## src/rtl/ulpi_phy_cmd.sv

```systemverilog
// ULPI link-side command engine: issues PHY register writes and NOPID transmits,
// backs off and re-issues when the PHY takes the bus (dir) mid-command.
module ulpi_phy_cmd (
    input  logic       clock,
    input  logic       reset,
    input  logic       ulpi_dir_i,
    input  logic       ulpi_nxt_i,
    output logic [7:0] ulpi_data_o,
    output logic       ulpi_stp_o,
    input  logic       phy_write_i,
    input  logic       phy_nopid_i,
    input  logic       phy_stop_i,
    input  logic [7:0] phy_addr_i,
    input  logic [7:0] phy_data_i,
    output logic       phy_busy_o,
    output logic       phy_done_o
);

    localparam int unsigned DATA_W = 8;
    localparam logic [DATA_W-1:0] BUS_IDLE  = 8'h00;
    localparam logic [DATA_W-1:0] NOPID_CMD = 8'h40;

    typedef enum logic [2:0] {
        IDLE,
        TURN,
        REG_CMD,
        REG_DATA,
        REG_STOP,
        NOP_CMD,
        NOP_DATA,
        NOP_STOP
    } state_t;

    state_t            state;
    logic [DATA_W-1:0] addr_q;
    logic [DATA_W-1:0] data_q;
    logic              nop_q;   // latched command kind, used for re-issue after TURN
    logic              turn_q;  // dir seen low once; next low cycle ends turnaround

    // Command sequencer with registered bus and handshake outputs
    always_ff @(posedge clock) begin
        if (reset) begin
            state       <= IDLE;
            addr_q      <= '0;
            data_q      <= '0;
            nop_q       <= 1'b0;
            turn_q      <= 1'b0;
            ulpi_data_o <= BUS_IDLE;
            ulpi_stp_o  <= 1'b0;
            phy_busy_o  <= 1'b0;
            phy_done_o  <= 1'b0;
        end else begin
            ulpi_stp_o <= 1'b0;
            phy_done_o <= 1'b0;
            case (state)
                IDLE: begin
                    ulpi_data_o <= BUS_IDLE;
                    // done high means the requester has not yet seen completion
                    if (!ulpi_dir_i && !phy_done_o) begin
                        if (phy_write_i) begin
                            addr_q      <= phy_addr_i;
                            data_q      <= phy_data_i;
                            nop_q       <= 1'b0;
                            phy_busy_o  <= 1'b1;
                            ulpi_data_o <= phy_addr_i;
                            state       <= REG_CMD;
                        end else if (phy_nopid_i) begin
                            nop_q       <= 1'b1;
                            phy_busy_o  <= 1'b1;
                            ulpi_data_o <= NOPID_CMD;
                            state       <= NOP_CMD;
                        end
                    end
                end
                TURN: begin
                    ulpi_data_o <= BUS_IDLE;
                    if (ulpi_dir_i) begin
                        turn_q <= 1'b0;
                    end else if (!turn_q) begin
                        turn_q <= 1'b1;
                    end else begin
                        turn_q <= 1'b0;
                        if (nop_q) begin
                            ulpi_data_o <= NOPID_CMD;
                            state       <= NOP_CMD;
                        end else begin
                            ulpi_data_o <= addr_q;
                            state       <= REG_CMD;
                        end
                    end
                end
                REG_CMD: begin
                    if (ulpi_dir_i) begin
                        ulpi_data_o <= BUS_IDLE;
                        turn_q      <= 1'b0;
                        state       <= TURN;
                    end else if (ulpi_nxt_i) begin
                        ulpi_data_o <= data_q;
                        state       <= REG_DATA;
                    end
                end
                REG_DATA: begin
                    if (ulpi_dir_i) begin
                        ulpi_data_o <= BUS_IDLE;
                        turn_q      <= 1'b0;
                        state       <= TURN;
                    end else if (ulpi_nxt_i) begin
                        ulpi_data_o <= BUS_IDLE;
                        ulpi_stp_o  <= 1'b1;
                        state       <= REG_STOP;
                    end
                end
                NOP_CMD: begin
                    if (ulpi_dir_i) begin
                        ulpi_data_o <= BUS_IDLE;
                        turn_q      <= 1'b0;
                        state       <= TURN;
                    end else if (ulpi_nxt_i) begin
                        ulpi_data_o <= BUS_IDLE;
                        state       <= NOP_DATA;
                    end
                end
                NOP_DATA: begin
                    ulpi_data_o <= BUS_IDLE;
                    if (ulpi_dir_i) begin
                        turn_q <= 1'b0;
                        state  <= TURN;
                    end else if (phy_stop_i) begin
                        ulpi_stp_o <= 1'b1;
                        state      <= NOP_STOP;
                    end
                end
                REG_STOP, NOP_STOP: begin
                    // dir is ignored here: the stp has already been issued
                    ulpi_data_o <= BUS_IDLE;
                    phy_busy_o  <= 1'b0;
                    phy_done_o  <= 1'b1;
                    state       <= IDLE;
                end
                default: begin
                    ulpi_data_o <= BUS_IDLE;
                    phy_busy_o  <= 1'b0;
                    state       <= IDLE;
                end
            endcase
        end
    end

endmodule

```

## config.mk

```make
export PLATFORM = sky130hd
export DESIGN_NAME = ulpi_phy_cmd
export DESIGN_NICKNAME = d
export VERILOG_FILES = /design/src/rtl/ulpi_phy_cmd.sv
export SDC_FILE = /design/constraint.sdc
export NUM_CORES = 1
export LEC_CHECK = 0
export ABC_AREA = 1
export BUFFER_PORTS_ARGS = -buffer_cell sky130_fd_sc_hd__buf_2
export CAP_MARGIN = 20
export CORE_MARGIN = 2
export CORE_UTILIZATION = 25
export CTS_CLUSTER_SIZE = 30
export DETAILED_ROUTE_END_ITERATION = 16
export PLACE_DENSITY = 0.45
export SLEW_MARGIN = 20
export SYNTH_ARGS = -nofsm -noshare
export SYNTH_HDL_FRONTEND = slang
export SYNTH_SLANG_ARGS = --single-unit
```

## constraint.sdc

```tcl
create_clock -name clock -period 1.55 [get_ports clock]
set_clock_uncertainty 0.2 [all_clocks]
set_input_delay 0.3875 -clock clock [delete_from_list [all_inputs] [get_ports clock]]
set_output_delay 0.3875 -clock clock [all_outputs]
set_load 0.02 [all_outputs]
```

==> reports/metrics.yaml <==
timing:
  hold-worst-slack_ns: 0.128
  fin_crit_ns: 1.53
  slew_headroom: 0.809
  setup_slack_ns: 0.0239
  hold_viol_final: 0
  final-setup-viol-count: 0
  fmax_mhz: 655
  worst_pin_slew_ns: 0.284
  rsz0062_at_grt: "yes"
  fin_crit_sh: 0.985
  drv_slew: 0
synth:
  synth_area_leaders: "dfxtp_1, nand2_1, nor2_1, a21oi_1, o21ai_0"
  async_flop_share: 0
  avgSynthCellArea_um2: 6.80
  synth-edff-count: 0
  yosysWarnings: 0
  synth_compound_area_frac: 0.150
  syn_area_um2: 1620
  synth-xor-area-share: 0
  synth_top_area_frac: 0.396
  synth-seq-cells: 32
  synth_adder_area_share: 0
  synth_common_cells: "nand2_1, nor2_1, dfxtp_1, a21oi_1, o21ai_0"
  synth_nets: 261
  synth_most_common_cell: "nand2_1"
  seq_area_frac_synth: 0.396
  synth_top_cell_by_area: "dfxtp_1"
  synth_top_family_by_area: "simple AND/OR/NAND/NOR gates"
  ys.flop_type: "dfxtp_1"
  synth_cells: 238
  synth-simple-area-share: 0.370
  synth.area.mux_share: 0
  synth_cell_types: 26
layout:
  layout.cells.non_filler: 379
  nNetsFinal: 325
  diodes: 0
  area_delta_synth_final_pct: 38.3
  drive_gt1_frac: 0.344
setup_path:
  critPathArrivalTime_ns: 1.49
  required_ns: 1.52
  r2r-end: "ulpi_data_o[5]"
  worst-setup-path-type: "reg -> reg"
  r2r_slack_ns: 0.02
  r2r-start: "state[0]"
  critPathMaxFanout: 16
  ff2ff_path_depth: 8
  start_kind: "flop"
  endpoint_kind: "flop"
min_path:
  min_from: "phy_data_i[5]"
  hold_class: "in -> reg"
  hold_depth: 3
  holdPathEnd: "data_q[5]"
route:
  num_vias: 1700
  drcViolationCount: 0
  ant_nets: 0
  routedWlPerCell_um: 12.3
  dr.first_iter.drc_count: 49
  dr.pass1.iters: 4
  vias_per_cell: 4.49
  drt-total-wl_mm: 4.65
global_routing:
  grt_pass1_vias: 1672
  grt_use_met1: 0.178
  antenna_found_initial: 0
  overflow: 0
  grt_max_degree: 21
  grtUsageMet2: 0.224
  grt-busiest-layer: "met2"
  grtUsageTotal: 0.136
  grt_pass1_wl_mm: 7.81
  use_met3: 0.0315
die:
  fp.coreArea_um2: 6310
  pin_count: 34
  die_width_um: 84.4
  die_h_um: 84.4
  die_area_um2: 7130
  start_util: 0.256
  fp-row-count: 29
cts:
  cts_tree: "yes"
  clock-sinks: 32
  path_clk_slew_ns: 0.07
  root_buffer: "clkbuf_8"
  numCtsBuffers: 5
  clk_latency_ns: 0.28
  clk_path_buf_depth: 2
  htreeDepth: 2
  cts_hold_buf: 0
placement:
  dpl_worst_slack_ns: -0.0895
  place.gp.congestion: 0.851
  hpwl_mm: 3.57
  io_buffer_count: 33
  dp_cells: 371
run:
  maxCapViolCount: 0
pwr:
  p_leak_uw: 0.00105
  ir_worst_vdd_uv: 677
  powerDensity_nw_per_um2: 1470
outcome:
  status: "complete, no violations"
[worst max-delay path by stage]
stage                    start             end  slack [ns]  cells after the start
CTS                   state[0]  ulpi_data_o[5]       0.005                      8
global route          state[0]        state[2]       -0.05                      9
floorplan           ulpi_dir_i  ulpi_data_o[1]        0.02                      6
global placement    ulpi_dir_i        state[1]       -0.09                      9
finish                state[0]  ulpi_data_o[5]        0.02                      8
detailed placement  ulpi_dir_i       data_q[3]       -0.09                      7
[where the power goes]
group	switching (uW)	internal [uW]	total [uW]	leakage (uW)
clock	299	305	604	0.0000410
combinational	870	673	1540	0.000750
sequential	119	1020	1140	0.000263
[what timing repair did]
| action | 4_1_cts | 5_1_grt |
|---|---|---|
| setup endpoints to repair | 22 | 16 |
| gates resized for setup | 4 | 15 |
| pin swaps | 0 | 2 |
| setup buffers | 0 | 1 |
[critical path, cell delays in order, from the launching register on]
cell     delay (ns)
dfxtp_4        0.36
buf_4          0.15
nand3_2        0.10
nand2_4        0.06
o21ai_4        0.15
buf_12         0.16
nand2_1        0.07
nor2_2         0.13
nor2_1         0.05
[flip-flops by register name, summed over array words and instances, names as in the netlist]
register	flops
phy_busy_o	1
data_q	8
state	3
turn_q	1
nop_q	1
ulpi_data_o	8
addr_q	8
ulpi_stp_o	1
phy_done_o	1
[cell usage in the layout, fill, tap and decap left out]
master and n:
nor2_8 1, nand3_2 2, clkinv_2 2, nand4_1 3, a211oi_1 1, a21oi_1 17
buf_2 33, nand2_2 5, clkbuf_8 5, nand3_1 11, nor2_1 43, inv_2 3
clkbuf_1 1, dfxtp_4 2, dfxtp_1 29, nand2_1 58, o22ai_1 2, a32oi_1 1
nand2_4 3, inv_1 12, o22ai_2 2, nor2_2 5, nor2_4 4, dfxtp_2 1
buf_4 30, buf_12 3, inv_4 2, o21ai_4 1, o21ai_1 8, o21ai_0 12
[area by class of cell]
| cell class | count | area (um2) |
|---|---|---|
| Tap cell | 77 | 96.3 |
| Inverter | 18 | 73.8 |
| Clock buffer | 6 | 72.6 |
| Timing Repair Buffer | 66 | 450 |
| Multi-Input combinational cell | 179 | 890 |
| Sequential cell | 32 | 649 |
| Clock inverter | 1 | 5.00 |
| Fill cell | 731 | 4080 |
[logic make-up (layout without fill, tap and decap cells)]
| logic type | Yosys count | after routing |
|---|---|---|
| AOI/OAI and AO/OA | 44 | 44 |
| buffers and inverters | 27 | 91 |
| DFF | 32 | 32 |
| and+or+nand+nor | 135 | 135 |
[through the flow]
step	util	area [um2]	TNS [ns]	power (uW)
6_report	0.354	2240	0	3280
3_5_place_dp	0.332	2100	-1.26	2630
5_1_grt	0.354	2240	-0.256	3560
4_1_cts	0.345	2180	0	3250
3_3_place_gp	0.332	2100	-0.661	2640
2_1_floorplan	-	1620	0	2040
[layer usage]
metal / share of wire / wire length [um]
met1: 0.49 / 2260
met2: 0.47 / 2180
met3: 0.037 / 172
met4: 0.0086 / 40
met5: 0 / 0
(Power assumes the default switching activity.)
